===== src/rtl/uart_receiver.sv =====
// ---------------------------------------------------------------------------
// uart_receiver
//   8N1 serial receiver. The asynchronous uart_rx pin is synchronised,
//   deserialised LSB-first by a small bit-timing FSM, and complete bytes are
//   queued in a show-ahead FIFO read by the CPU.
//
// Ports
//   clk        in   system clock, all logic on the rising edge
//   reset      in   synchronous, active-high reset
//   uart_rx    in   serial line, idle high, asynchronous to clk
//   rd_en      in   pop the FIFO head (ignored while rx_valid = 0)
//   clr_err    in   clear frame_err and overrun
//   rx_data    out  FIFO head byte, meaningful while rx_valid = 1
//   rx_valid   out  FIFO non-empty
//   rx_irq     out  level interrupt request, equal to rx_valid
//   frame_err  out  sticky: a stop bit was sampled low
//   overrun    out  sticky: a byte was dropped because the FIFO was full
// ---------------------------------------------------------------------------
module uart_receiver #(
    parameter int CLKS_PER_BIT = 16,
    parameter int FIFO_AW      = 2
) (
    input  logic       clk,
    input  logic       reset,
    input  logic       uart_rx,
    input  logic       rd_en,
    input  logic       clr_err,
    output logic [7:0] rx_data,
    output logic       rx_valid,
    output logic       rx_irq,
    output logic       frame_err,
    output logic       overrun
);

    localparam int DEPTH = 1 << FIFO_AW;
    localparam int CW    = $clog2(CLKS_PER_BIT);

    localparam logic [CW-1:0]      HALF_LAST  = CW'(CLKS_PER_BIT / 2 - 1);
    localparam logic [CW-1:0]      BIT_LAST   = CW'(CLKS_PER_BIT - 1);
    localparam logic [FIFO_AW:0]   FULL_COUNT = (FIFO_AW + 1)'(DEPTH);

    localparam logic [2:0] ST_IDLE  = 3'd0;
    localparam logic [2:0] ST_START = 3'd1;
    localparam logic [2:0] ST_DATA  = 3'd2;
    localparam logic [2:0] ST_STOP  = 3'd3;
    localparam logic [2:0] ST_BREAK = 3'd4;

    // Synchroniser; both flops reset to the idle line level.
    logic sync1_q, sync2_q;
    logic rxs;

    logic [2:0]         state_q, state_d;
    logic [CW-1:0]      cnt_q, cnt_d;
    logic [2:0]         bit_idx_q, bit_idx_d;
    logic [7:0]         shift_q, shift_d;

    logic               push_req;
    logic               frame_set;

    logic [7:0]         mem_q [DEPTH];
    logic [FIFO_AW-1:0] wr_ptr_q, wr_ptr_d;
    logic [FIFO_AW-1:0] rd_ptr_q, rd_ptr_d;
    logic [FIFO_AW:0]   count_q, count_d;
    logic               pop, full, do_push, overrun_set;

    logic               frame_err_q, frame_err_d;
    logic               overrun_q, overrun_d;

    assign rxs = sync2_q;

    always_ff @(posedge clk) begin
        if (reset) begin
            sync1_q <= 1'b1;
            sync2_q <= 1'b1;
        end else begin
            sync1_q <= uart_rx;
            sync2_q <= sync1_q;
        end
    end

    // Bit-timing FSM. Tests are written as "!rxs" / "rxs" so an unknown
    // line level leaves the receiver idle rather than starting a frame.
    always_comb begin
        state_d   = state_q;
        cnt_d     = cnt_q + 1'b1;
        bit_idx_d = bit_idx_q;
        shift_d   = shift_q;
        push_req  = 1'b0;
        frame_set = 1'b0;
        case (state_q)
            ST_IDLE: begin
                cnt_d = '0;
                if (!rxs) begin
                    state_d = ST_START;
                end
            end
            ST_START: begin
                // Mid-start-bit check rejects short low glitches.
                if (cnt_q == HALF_LAST) begin
                    cnt_d = '0;
                    if (!rxs) begin
                        state_d   = ST_DATA;
                        bit_idx_d = 3'd0;
                    end else begin
                        state_d = ST_IDLE;
                    end
                end
            end
            ST_DATA: begin
                if (cnt_q == BIT_LAST) begin
                    cnt_d     = '0;
                    shift_d   = {rxs, shift_q[7:1]};
                    bit_idx_d = bit_idx_q + 3'd1;
                    if (bit_idx_q == 3'd7) begin
                        state_d = ST_STOP;
                    end
                end
            end
            ST_STOP: begin
                if (cnt_q == BIT_LAST) begin
                    cnt_d = '0;
                    if (rxs) begin
                        push_req = 1'b1;
                        state_d  = ST_IDLE;
                    end else begin
                        frame_set = 1'b1;
                        state_d   = ST_BREAK;
                    end
                end
            end
            ST_BREAK: begin
                // Wait out a held-low line so it cannot produce bytes.
                if (rxs) begin
                    cnt_d   = '0;
                    state_d = ST_IDLE;
                end
            end
            default: begin
                cnt_d   = '0;
                state_d = ST_IDLE;
            end
        endcase
    end

    always_ff @(posedge clk) begin
        if (reset) begin
            state_q   <= ST_IDLE;
            cnt_q     <= '0;
            bit_idx_q <= '0;
            shift_q   <= '0;
        end else begin
            state_q   <= state_d;
            cnt_q     <= cnt_d;
            bit_idx_q <= bit_idx_d;
            shift_q   <= shift_d;
        end
    end

    // FIFO control. A simultaneous pop frees a slot, so a push into a full
    // FIFO still succeeds in that case.
    always_comb begin
        pop         = rd_en && (count_q != '0);
        full        = (count_q == FULL_COUNT);
        do_push     = push_req && (!full || pop);
        overrun_set = push_req && full && !pop;

        wr_ptr_d = wr_ptr_q;
        rd_ptr_d = rd_ptr_q;
        count_d  = count_q;
        if (do_push) begin
            wr_ptr_d = wr_ptr_q + 1'b1;
        end
        if (pop) begin
            rd_ptr_d = rd_ptr_q + 1'b1;
        end
        if (do_push && !pop) begin
            count_d = count_q + 1'b1;
        end else if (!do_push && pop) begin
            count_d = count_q - 1'b1;
        end
    end

    always_ff @(posedge clk) begin
        if (reset) begin
            wr_ptr_q <= '0;
            rd_ptr_q <= '0;
            count_q  <= '0;
        end else begin
            wr_ptr_q <= wr_ptr_d;
            rd_ptr_q <= rd_ptr_d;
            count_q  <= count_d;
        end
    end

    // Storage is cleared on reset so rx_data reads 0 afterwards.
    for (genvar gi = 0; gi < DEPTH; gi++) begin : g_mem
        always_ff @(posedge clk) begin
            if (reset) begin
                mem_q[gi] <= '0;
            end else if (do_push && (wr_ptr_q == FIFO_AW'(gi))) begin
                mem_q[gi] <= shift_q;
            end
        end
    end

    // Sticky flags: a set event on the same edge as clr_err wins.
    always_comb begin
        frame_err_d = frame_set   || (frame_err_q && !clr_err);
        overrun_d   = overrun_set || (overrun_q   && !clr_err);
    end

    always_ff @(posedge clk) begin
        if (reset) begin
            frame_err_q <= 1'b0;
            overrun_q   <= 1'b0;
        end else begin
            frame_err_q <= frame_err_d;
            overrun_q   <= overrun_d;
        end
    end

    assign rx_data   = mem_q[rd_ptr_q];
    assign rx_valid  = (count_q != '0);
    assign rx_irq    = rx_valid;
    assign frame_err = frame_err_q;
    assign overrun   = overrun_q;

endmodule


===== config.mk =====
export PLATFORM = sky130hd
export DESIGN_NAME = uart_receiver
export DESIGN_NICKNAME = d
export VERILOG_FILES = /design/src/rtl/uart_receiver.sv
export SDC_FILE = /design/constraint.sdc
export NUM_CORES = 1
export LEC_CHECK = 0
export CORE_MARGIN = 2
export CORE_UTILIZATION = 52
export DETAILED_ROUTE_END_ITERATION = 12
export GPL_TIMING_DRIVEN = 0
export PLACE_DENSITY = 0.77
export SLEW_MARGIN = 20
export SYNTH_ARGS = -nofsm -noshare
export SYNTH_HDL_FRONTEND = slang
export SYNTH_SLANG_ARGS = --single-unit

===== constraint.sdc =====
create_clock -name clk -period 2.9 [get_ports clk]
set_input_delay 0.58 -clock clk [delete_from_list [all_inputs] [get_ports clk]]
set_output_delay 0.58 -clock clk [all_outputs]
set_load 0.03 [all_outputs]

Yosys cells after proc, flatten, opt, wreduce, memory -nomap -nowiden
Memory sizes are Yosys's and may differ from the RTL's. A register that Yosys moved wholly into a read port is not among the register bits.
Index checks and enable logic that the tools add are counted.
{ "totals": {"ff_bits": 29, "input_bits": 5, "memories": 1, "ramBits": 32, "out_inout_bits": 12} }
{ "memory_table": {"columns": ["memory", "depth", "width", "read_ports", "rd_ports_with_merged_regs", "write_ports", "line_no", "rtl"], "rows": [
  ["mem_q", 4, 8, 1, 1, 4, "60", "logic [7:0] mem_q [DEPTH];"]
]} }
{ "classes": {"mux": 45, "bitwise": 4, "n_reduce_logical": 28, "n_eq_ne": 18, "add_sub_neg": 6} }
{ "op_table": {"columns": ["operator", "n"], "rows": [
  ["$mux W3", 12],
  ["$mux W8", 4],
  ["$mux W1", 20],
  ["$pmux W3 S5", 1],
  ["$ne A2 B2 Y1 const B", 7],
  ["$logic_and A1 B1 Y1", 12],
  ["$mux W4", 3],
  ["$pmux W4 S3", 1],
  ["$eq A3 B3 Y1 const B", 3],
  ["$add A3 B1 Y3 const B", 2],
  ["$eq A3 B2 Y1 const B", 2],
  ["$mux W2", 3],
  ["$pmux W3 S2", 1],
  ["$reduce_and A6 Y1", 1],
  ["$add A2 B1 Y2 const B", 2],
  ["$add A4 B1 Y4 const B", 1],
  ["$eq A2 B2 Y1 const B", 2],
  ["$eq A4 B3 Y1 const B", 1],
  ["$eq A4 B4 Y1 const B", 1],
  ["$logic_not A1 Y1", 4],
  ["$or A1 B1 Y1", 4],
  ["$reduce_and A4 Y1", 1],
  ["$reduce_bool A2 Y1", 2],
  ["$eq A3 B1 Y1 const B", 1],
  ["other kinds (8)", 10]
]} }

Longest topological paths before layout
{ "depth": {"depth_word": 9, "ltp_mapped": 10, "ltp_nobuf": 9} }

Least setup slack after synthesis
No wires, ideal clock.
{ "synth_path": {"kind": "register to register", "from": "register cnt_q[0]", "to": "register count_q[2]", "required_time_ns": 2.830, "stages_incl_launch_ff": 11, "slack_ns": 0.494, "arrival_ns": 2.336, "path_cell_list": "dfxtp_1 ha_1 and4_1 and4_4 buf_6 ha_1 inv_1 fa_1 xor2_1 or3_1 a21oi_1"} }
{ "synth_via": {"elab_chain_cells": 7, "word_cells_on_any_way": 9} }
{ "synth_lines": {"columns": ["element", "line_no", "rtl"], "rows": [
  ["start: declaration", "53", "logic [CW-1:0] cnt_q, cnt_d;"],
  ["start signal: assignment", "153", "cnt_q <= cnt_d;"],
  ["$eq A4 B4 Y1 *", "120", "if (cnt_q == BIT_LAST) begin"],
  ["$mux W1 *", "120", null],
  ["$mux W1 *", "90", "case (state_q)"],
  ["$logic_and A1 B1 Y1 *", "164", "do_push = push_req && (!full || pop);"],
  ["net do_push", "64", "logic pop, full, do_push, overrun_set;"],
  ["$logic_not A1 Y1", "178", "end else if (!do_push && pop) begin"],
  ["$logic_and A1 B1 Y1", "178", null],
  ["$reduce_bool A2 Y1 (no line)", null, null],
  ["end signal: assignment", "191", "count_q <= count_d;"],
  ["end: declaration", "63", "logic [FIFO_AW:0] count_q, count_d;"]
]} }
Mark *: on every way through the listed nets, which the timed path passes. The rest lies on a longest branch.
A chain may end at the register's enable or synchronous reset.

Worst setup path after layout
{ "layout_path": {"from": "input port rd_en", "to": "register count_q[2]"} }
{ "layout_via": {"elab_chain_cells": 6, "word_cells_on_any_way": 9} }
{ "layout_lines": {"columns": ["element", "line_no", "rtl"], "rows": [
  ["start: declaration", "26", "input logic rd_en,"],
  ["$logic_and A1 B1 Y1 *", "162", "pop = rd_en && (count_q != '0);"],
  ["$logic_or A1 B1 Y1 *", "164", null],
  ["$logic_and A1 B1 Y1 *", "164", null],
  ["net do_push", "64", null],
  ["$logic_not A1 Y1", "178", null],
  ["$logic_and A1 B1 Y1", "178", null],
  ["$reduce_bool A2 Y1 (no line)", null, null]
]} }
Marks and branches as above.

==> results.txt <==
----------------------------------------------------
[Outcome]
  Run status ... finished, final reports clean

[STA]
  Clock Skew ... 0.00635 ns
  Highest Clock Rate ... 0.377 GHz
  Final Critical Period ... 2.66 ns
  Pins over their slew limit ... 0
  Setup repair after global routing missed its margin ... false
  Total of endpoints with negative setup slack in the final report ... 0
  Number of failing hold endpoints at the final stage ... 0
  Final worst path period share ... 0.916
  Relative slew slack ... 0.659
  Tightest Pin Transition ... 0.512 ns

[Synth]
  Dominant synthesized flop cell ... edfxtp_1
  Synth Instances ... 259
  Total nets after synthesis ... 273
  Fraction of the yosys area taken by sequential cells ... 0.548
  Number of register bits inferred by synthesis ... 63
  Summed instance area of the synthesized netlist ... 2890 sq um
  Fraction of synthesized cell area taken by the top area cell type ... 0.333
  Number of enable-type register cells in the synthesized netlist ... 32
  Average size of a mapped cell ... 11.1 sq um
  Synth cell types ... 49
  Yosys Warn Count ... 0
  Ranking of synthesized cells by area ... edfxtp_1 (33%), dfxtp_1 (21%), mux4_2 (6.2%), nor2_1 (5.8%), ha_1 (3.5%)
  Async SR Flop Fraction ... 0
  Synth area leader ... edfxtp_1

[Clock tree]
  Maximum buffer depth of the clock tree ... 2
  TritonCTS sink count ... 63
  Post-cts gate resize count ... 0
  Latest clock arrival within the worst-skew pair ... 0.34 ns
  Root cell of the clock tree ... clkbuf_8
  Number of hold buffers added after CTS ... 0
  TritonCTS clock tree ... yes
  Clock transition at path regs ... 0.06 ns
  Number of buffers inserted to repair setup after CTS ... 0
  Inserted Clock Buffers ... 9
  CTS HTree Levels ... 3

[Hold path]
  Worst Hold Class ... flop to flop

[Routing]
  Routed vias/inst ... 5.55
  WL final ... 5.73 mm
  Drt wl/cell ... 15.8 um
  Routed vias ... 2,014
  Number of design-rule violations left by the first detailed-router iteration ... 191
  Number of design rule violations left after detail routing ... 0
  Count of antenna-violating nets left after detailed routing ... 0
  Initial DRT Pass Iterations ... 4

[Setup path]
  Worst Path Required ... 3.17 ns
  Gate family responsible for the most delay along the worst path ... simple AND/OR/NAND/NOR gates
  Critical path data arrival time ... 2.92 ns
  Nature of the critical path startpoint ... input port
  Highest cell delay on the worst timing path ... 0.55 ns
  Class of the most critical setup path ... input port to flop
  CP bufs+invs ... 3
  Top fanout value on the critical path ... 7
  Worst-path cell chain ... clkdlybuf4s50_1, or4b_4, and4_4, buf_6, ha_1, inv_1, fa_1, xor2_1, or3_1, a21oi_1
  Crit-path slowest cell ... or4b_4
  Worst Setup End Kind ... flop

[GRT]
  Tot GR Track Use ... 0.208
  Antenna violations before repair ... 0
  Total overflow reported by the global router ... 0
  Maximum number of pins on one net before global-route repair ... 12
  Wire length of the first global-routing pass ... 9.75 mm
  Number of global-route vias before repair ... 2,043

[Die]
  Effective utilization at floorplan ... 0.531
  Vertical extent of the die ... 78.5 um
  Rows ... 27
  Boundary pin count ... 17
  Overall die width ... 78.5 um
  Core Footprint ... 5440 sq um
  Die area ... 6170 sq um

[Final layout]
  Ant. Diodes ... 0
  Final #Nets ... 300
  Multi-input gate area ... 1200 sq um
  Cell area after layout ... 3310 sq um
  Top library cells by usage in the layout, fill and taps aside ... nor2_1 (45), edfxtp_1 (32), dfxtp_1 (31), clkdlybuf4s50_1 (16), a21oi_1 (13)
  Fraction of final layout cells sized beyond drive strength 1 ... 0.144
  Area delta synth->final ... 14.8%
  Storage element area ... 1580 sq um
  Fillers ... 447
  Most common library cell in the layout ignoring fill and taps ... nor2_1

[Place]
  DP HPWL ... 3.89 mm
  Placement-stage cell area ... 3140 sq um
  RD Place Congestion ... 0.793
  Number of buffers inserted by port buffering ... 16

[Power and ir drop]
  Leakage component of the power ... 1.12 nW
  Overall power after layout ... 1.71 mW
  Total power density per cell area ... 517 nW/um^2
  Worst vdd ir ... 0.287 mV

[Run]
  Total of max-cap violations ... 0

----------------------------------------------------
## registers in the layout (all words and copies together), names as in the netlist, named ones only
| signal | cells |
|---|---|
| wr_ptr_q | 2 |
| shift_q | 8 |
| rd_ptr_q | 2 |
| state_q | 3 |
| bit_idx_q | 3 |
| frame_err | 1 |
| rxs | 1 |
| overrun | 1 |
| sync1_q | 1 |
| count_q | 3 |
| mem_q | 32 |
| cnt_q | 4 |
## area by class of cell
cell class              instances  area share
inverters                       5     0.00566
clock buffers                  12      0.0468
flip-flops and latches         63       0.477
plain buffers                  19      0.0276
well taps                      72      0.0272
multi-input cells             172       0.361
clock inverters                 4     0.00642
repair buffers                 16      0.0483
## final timing paths
path                                           from                      end  slack [ns]  depth (start not counted)
worst max register to register  cnt_q[0]$_SDFF_PP0_  count_q[2]$_SDFFE_PP0P_        0.26                         10
worst min-delay path             sync1_q$_SDFF_PP1_           rxs$_SDFF_PP1_        0.41                          1
worst max-delay path                          rd_en  count_q[2]$_SDFFE_PP0P_        0.24                         10
worst min register to register   sync1_q$_SDFF_PP1_           rxs$_SDFF_PP1_        0.41                          1
## power breakdown
part | switching, mW | internal, mW
sequential | 0.00805 | 0.955
combinational | 0.0463 | 0.0311
clock | 0.323 | 0.351
total | 0.377 | 1.34
## per-layer routing
| metal | wire length (um) | share of wire | vias up | GRT usage |
|---|---|---|---|---|
| met5 | 0 | 0 | - | 0 |
| met4 | 86 | 0.015 | 0 | 0.0930 |
| met3 | 184 | 0.032 | 8 | 0.0529 |
| met2 | 2920 | 0.51 | 38 | 0.349 |
| met1 | 2540 | 0.44 | 967 | 0.253 |
| li1 | - | - | 1001 | - |
## cell usage after synthesis, types with 2 or more instances
master and n:
nand3_1 8, o21ai_0 12, clkbuf_1 11, nand2_1 9
nor2_1 45, inv_1 5, nand4_1 6, or4_1 2
or2_2 3, a211oi_1 3, dfxtp_1 31, a21o_2 4
buf_4 2, ha_1 8, nand2b_1 6, nor4_1 2
o32ai_1 2, a22oi_1 2, nand3b_1 3, or4b_2 2
nand4b_1 3, edfxtp_1 32, mux4_2 8, a31oi_1 2
xor2_1 4, mux2i_1 2, a21oi_1 13, nor2b_1 5
buf_2 4
## cell families after synthesis
family / after synthesis / share of synthesized area
DFF: 63 / 0.548
adders and majority gates: 9 / 0.0416
and+or+nand+nor: 103 / 0.186
xor gates and xnor gates: 5 / 0.0152
buffers and inverters: 24 / 0.0381
muxes: 11 / 0.0745
AOI/OAI and AO/OA: 44 / 0.0966
## metrics by stage
stage	setup WS [ns]	instances	setup TNS, ns	utilization	hold slack, ns
after detailed placement	-0.114	347	-0.196	0.577	0.399
after global routing	0.0802	363	0	0.609	0.434
after floorplan	0.494	259	0	-	0.389
after global placement	-0.0725	347	-0.138	0.577	0.392
after CTS	0.215	363	0	0.609	0.414
final	0.245	363	0	0.609	0.409
(Power assumes the default switching activity.)
==> edit 1 (config.mk and constraints unchanged) <==
Add an input register stage for `uart_rx`, `rd_en` and `clr_err`; this delays them by one clock.
--- a/src/rtl/uart_receiver.sv
+++ b/src/rtl/uart_receiver.sv
@@ -46,4 +46,14 @@
     localparam logic [2:0] ST_BREAK = 3'd4;
 
+    logic uart_rx_q;
+    logic rd_en_q;
+    logic clr_err_q;
+
+    always_ff @(posedge clk) begin
+        uart_rx_q <= uart_rx;
+        rd_en_q   <= rd_en;
+        clr_err_q <= clr_err;
+    end
+
     // Synchroniser; both flops reset to the idle line level.
     logic sync1_q, sync2_q;
@@ -74,5 +84,5 @@
             sync2_q <= 1'b1;
         end else begin
-            sync1_q <= uart_rx;
+            sync1_q <= uart_rx_q;
             sync2_q <= sync1_q;
         end
@@ -160,5 +170,5 @@
     // FIFO still succeeds in that case.
     always_comb begin
-        pop         = rd_en && (count_q != '0);
+        pop         = rd_en_q && (count_q != '0);
         full        = (count_q == FULL_COUNT);
         do_push     = push_req && (!full || pop);
@@ -206,6 +216,6 @@
     // Sticky flags: a set event on the same edge as clr_err wins.
     always_comb begin
-        frame_err_d = frame_set   || (frame_err_q && !clr_err);
-        overrun_d   = overrun_set || (overrun_q   && !clr_err);
+        frame_err_d = frame_set   || (frame_err_q && !clr_err_q);
+        overrun_d   = overrun_set || (overrun_q   && !clr_err_q);
     end
 
Function: no difference found for any inputs over 10 cycles, from zero or initial values and one cycle with reset high; that may be too few to reach the edited logic, so the function may still have changed.
==> edit 1 against the unedited design <==
  * Wire length fell by 3.5%
  * Cell area rose by 2.4%
  * Setup slack improved by 0.011 ns
  * Synthesized cell count rose by 1.2%
  * Die area rose by 2.0%
  * Synthesized area rose by 2.1%
  * Sequential cell count rose by 3
  * Non-clock buffer count did not move
Power is not compared: it rests on default switching activity, and its combinational part moved more than twofold at a synthesized area within 25%.
==> edit 1: results (changes against the unedited design) <==
Final layout
  • Biggest regs: mem_q: 32 flops, shift_q: 8 flops, cnt_q: 4 flops (unchanged)
  • Final nets: 303 (was 300)
  • N_diodes: 0 (unchanged)
  • Fill cell count: 441 (was 447)
  • Share of cells above drive strength 1: 15.0% (was 14.4%)

Timing
  • Crit path time final: 2.64 ns (was 2.66 ns)
  • Least-Margin Pin Slew: 0.462 ns (was 0.512 ns)
  • Final Skew: 0.00737 ns (was 0.00635 ns)

Critical path
  • CP top delay family: buffers and inverters (was simple AND/OR/NAND/NOR gates)
  • CP max stage cell: clkdlybuf4s50_1 (was or4b_4)
  • Crit path DAT: 2.06 ns (was 2.92 ns)
  • CP max FO: 8 (was 7)
  • CP max stage delay: 0.60 ns (was 0.55 ns)

Global route
  • First-pass GRT wire length: 9360 um (was 9750 um)
  • Largest net degree at the start of global routing: 13 (was 12)
  • Initial antenna violation count: 0 (unchanged)
  • Total GRT Usage: 19.9% (was 20.8%)
  • Vias in the first global route: 2012 (was 2043)

Yosys
  • Yosys Warn Count: 0 (unchanged)
  • Main flop type after synthesis: dfxtp_1 (was edfxtp_1)
  • Number of synthesized flops with an enable pin: 32 (unchanged)
  • FFs w/ async S/R, synth: 0% (unchanged)
  • Commonest cells in the netlist: nor2_1 (45), dfxtp_1 (34), edfxtp_1 (32), a21oi_1 (13), o21ai_0 (12) (was nor2_1 (45), edfxtp_1 (32), dfxtp_1 (31), a21oi_1 (13), o21ai_0 (12))
  • Unique masters post-synth: 49 (unchanged)
  • Syn Inst Count: 262 (was 259)
  • Mapped Nets: 276 (was 273)
  • Largest cells by area after synthesis: edfxtp_1 (33%), dfxtp_1 (23%), mux4_2 (6.1%), nor2_1 (5.7%), ha_1 (3.4%) (was edfxtp_1 (33%), dfxtp_1 (21%), mux4_2 (6.2%), nor2_1 (5.8%), ha_1 (3.5%))
  • Seq/Total Area, Yosys: 55.7% (was 54.8%)

Clock network
  • Clk_lat worst skew: 0.35 ns
  • Reg clk slew, reported paths: 0.07 ns
  • Max H-tree Level: 3 (unchanged)
  • CTS buffer count: 9 (unchanged)
  • Clock buffer depth: 2 (unchanged)
  • CTS Root Cell: clkbuf_8 (unchanged)

Placement
  • Pre-CTS worst setup slack: 0.240 ns (was -0.114 ns)
  • RePlAce Congestion: 0.779 (was 0.793)
  • DP HPWL: 3760 um (was 3890 um)
  • DP Area: 3200 um2 (was 3140 um2)
  • Number of buffers added on ports: 16 (unchanged)
  • Placed cell count: 350 (was 347)

Drt
  • Highest Signal Layer: met4 (unchanged)
  • DRT iter0 DRCs: 117 (was 191)
  • Final wirelength: 5530 um (was 5730 um)
  • Drt pass-1 iters: 4 (unchanged)
  • Via count: 2059 (was 2014)
  • Metal3 WL: 324 um (was 184 um)
  • M1 WL: 2410 um (was 2540 um)
  • Via density per instance: 5.63 (was 5.55)
  • Met2 WL post-DR: 2660 um (was 2920 um)

Power and ir drop
  • Net Sw Frac: 27.6%
  • Worst vdd ir: 0.343 mV
  • Leakage: 1.14 nW

Hold path
  • HP Class: reg -> reg (unchanged)

Run status
  • Status: finished clean (unchanged)
==> edit 1: area by class of cell <==
cell class / instances / area [um2] / area share [%]
Tap cell: 72 / 90.1 / 2.65
Sequential cell: 66 / 1640 / 48.4
Clock inverter: 7 / 70.1 / 2.06
Timing Repair Buffer: 16 / 160 / 4.72
Inverter: 5 / 18.8 / 0.553
Multi-Input combinational cell: 172 / 1200 / 35.3
Clock buffer: 9 / 124 / 3.65
Buffer: 19 / 91.3 / 2.69
==> edit 1: through the flow <==
step | hold WS (ns) | total power, mW
after global routing | 0.431 | 2.33
after global placement | 0.395 | 1.50
after detailed placement | 0.403 | 1.51
after floorplan | 0.389 | 1.37
after CTS | 0.419 | 2.25
final | 0.415 | 2.24
==> edit 1: timing repair <==
action | 4_1_cts | 5_1_grt
setup endpoints to repair | 0 | 1
setup buffers | 0 | 0
gates resized for setup | 0 | 1
==> edit 1: path summary, 6_finish.rpt <==
path | cells past startpoint | to | from | slack, ns
setup reg to reg | 10 | count_q[2] | cnt_q[0] | 0.27
hold / removal | 1 | sync1_q | uart_rx_q | 0.41
setup / recovery | 3 | rx_data[4] | flip-flop | 0.26
hold reg to reg | 1 | sync1_q | uart_rx_q | 0.41
==> edit 1: power by group through the flow <==
stage / registers (mW) / clock network (mW) / logic [mW]
after floorplan: 1.07 / 0 / 0.301
after global placement: 1.08 / 0 / 0.421
after detailed placement: 1.08 / 0 / 0.428
after CTS: 1.06 / 0.760 / 0.428
after global routing: 1.07 / 0.802 / 0.457
final: 1.06 / 0.751 / 0.423
==> edit 1: logic make-up (layout without fill, tap and decap cells) <==
family | count (synthesis) | in the layout | share of synthesized area [%]
and+or+nand+nor | 103 | 103 | 18.3
DFF | 66 | 66 | 55.7
AOI/OAI and AO/OA | 44 | 44 | 9.47
buffers and inverters | 24 | 56 | 3.73
muxes | 11 | 11 | 7.30
adders and majority gates | 9 | 9 | 4.07
xor gates and xnor gates | 5 | 5 | 1.49
==> edit 1: metal layers <==
| layer | track usage, % | vias up |
|---|---|---|
| li1 | - | 1009 |
| met1 | 23.9 | 975 |
| met2 | 33.1 | 62 |
| met3 | 4.77 | 13 |
| met4 | 10.3 | 0 |
| met5 | 0 | - |
==> edit 2 (same settings) <==
Made on the original files. `CLKS_PER_BIT`: 16 -> 32.
--- a/src/rtl/uart_receiver.sv
+++ b/src/rtl/uart_receiver.sv
@@ -18,5 +18,5 @@
 // ---------------------------------------------------------------------------
 module uart_receiver #(
-    parameter int CLKS_PER_BIT = 16,
+    parameter int CLKS_PER_BIT = 32,
     parameter int FIFO_AW      = 2
 ) (
Formal check against the unedited RTL: same outputs for any inputs over 10 cycles, from zero or initial values and one cycle with reset high; that may be too few to reach the edited logic, so the function may still have changed.
==> edit 2 against the unedited design <==
  * Sequential power grew 2%
  * Non-clock buffer count rose by 2
  * Die area rose by 5.6%
  * Sequential share of layout area decreased by 3.0 points
  * Wire length up 5.7%
  * Sequential cell count up 1
  * Hold slack improved by 0.0049 ns
  * Setup slack got worse by 0.089 ns
  * Cell area grew 8.2%
  * Total power grew 6.9%
  * Synthesized area is 5.9% higher
  * Synthesized cell count fell by 8.5%
  * Critical path type is now reg -> reg
  * Highest routed layer unchanged
==> edit 2: results (changes against the unedited design) <==
Run status
  • Status: finished clean (unchanged)

Critical path
  • CP max FO: 10 (was 7)
  • Crit path DAT: 3.02 ns (was 2.92 ns)
  • R2r worst-path depth: 13 (was 10)

Drt
  • Drt pass-1 iters: 4 (unchanged)
  • Final wirelength: 6060 um (was 5730 um)
  • Via density per instance: 5.77 (was 5.55)

Final layout
  • Final nets: 284 (was 300)
  • Biggest regs: mem_q: 32 flops, shift_q: 8 flops, cnt_q: 5 flops (was mem_q: 32 flops, shift_q: 8 flops, cnt_q: 4 flops)
  • Share of cells above drive strength 1: 19.5% (was 14.4%)
  • Fill cell count: 448 (was 447)
  • Non-Filler Instances: 344 (was 363)

Yosys
  • Mux cell area share after synthesis: 9.53% (was 7.45%)
  • Seq/Total Area, Yosys: 52.4% (was 54.8%)
  • Unique masters post-synth: 46 (was 49)
  • Largest cells by area after synthesis: edfxtp_1 (31%), dfxtp_1 (21%), and4b_1 (11%), mux4_2 (5.9%), ha_1 (4.5%) (was edfxtp_1 (33%), dfxtp_1 (21%), mux4_2 (6.2%), nor2_1 (5.8%), ha_1 (3.5%))
  • Xor/xnor share of the synthesized area: 1.72% (was 1.52%)
  • Area share of the largest cell type after synthesis: 31.4% (was 33.3%)
  • Number of synthesized flops with an enable pin: 32 (unchanged)
  • Synth Area in Adders: 5.15% (was 4.16%)
  • Commonest cells in the netlist: and4b_1 (33), dfxtp_1 (32), edfxtp_1 (32), nor2_1 (19), ha_1 (11) (was nor2_1 (45), edfxtp_1 (32), dfxtp_1 (31), a21oi_1 (13), o21ai_0 (12))
  • Mapped Nets: 254 (was 273)
  • Synth Area in Compound Gates: 5.56% (was 9.66%)

Global route
  • Initial antenna violation count: 0 (unchanged)
  • Vias in the first global route: 1987 (was 2043)
  • First-pass GRT wire length: 9650 um (was 9750 um)

Power and ir drop
  • Leakage: 1.39 nW (was 1.12 nW)
  • Worst vdd ir: 0.289 mV (was 0.287 mV)

Placement
  • Pre-CTS worst setup slack: -0.319 ns (was -0.114 ns)
  • DP HPWL: 3930 um (was 3890 um)
  • RePlAce Congestion: 0.740 (was 0.793)
  • DP Area: 3310 um2 (was 3140 um2)
  • Placed cell count: 325 (was 347)

Timing
  • Least-Margin Pin Slew: 0.540 ns (was 0.512 ns)
  • Final Skew: 0.00800 ns (was 0.00635 ns)

Clock network
  • Post-CTS Setup Bufs: 2 (was 0)
  • Gates resized, CTS repair: 6 (was 0)

Hold path
  • HP Class: reg -> reg (unchanged)
==> edit 2: cell types whose count changed in the layout (fill, tap and decap cells not counted), sizes merged, moves of 6 or more <==
cell   unedited run  this run
nand3             8         1
mux2i             2        10
and4b             0        33
nand4             6         0
nor2             45        19
a21oi            13         5
o21ai            12         4
==> edit 2: power by group <==
group	internal [mW]	switching, mW	leakage (nW)
Combinational	0.0376	0.0483	0.724
Clock	0.438	0.328	0.104
Sequential	0.972	0.00879	0.562
==> edit 2: area by class of cell <==
class                           instances  area, um2  share of cell area (%)
Timing Repair Buffer                   19        183                    5.09
Sequential cell                        64       1600                    44.7
Inverter                                7       26.3                   0.732
Clock buffer                           12        155                    4.33
Tap cell                               72       90.1                    2.51
Clock inverter                          4       43.8                    1.22
Buffer                                 18        100                    2.79
Multi-Input combinational cell        148       1390                    38.6
==> edit 2: critical path, stage by stage (launching register included) <==
cell      delay, ns
dfxtp_2        0.34
ha_2           0.19
and3_4         0.21
ha_4           0.15
nand4b_4       0.13
nor3b_4        0.24
buf_6          0.13
buf_6          0.13
ha_4           0.14
inv_1          0.05
fa_1           0.37
xor2_1         0.17
or3_1          0.32
a21oi_2        0.11
==> edit 2: worst paths after layout <==
check	start	end	slack [ns]
setup / recovery	cnt_q[0]	count_q[2]	0.16
hold / removal	sync1_q	rxs	0.41
setup reg to reg	cnt_q[0]	count_q[2]	0.16
hold reg to reg	sync1_q	rxs	0.41
==> edit 2: routing by layer <==
| metal | up-vias | part of all wire (%) | GRT usage (%) |
|---|---|---|---|
| met5 | - | 0 | 0 |
| met4 | 0 | 1.3 | 8.64 |
| met3 | 8 | 5.8 | 5.96 |
| met2 | 48 | 51 | 35.1 |
| met1 | 963 | 41 | 23.7 |
| li1 | 965 | - | - |
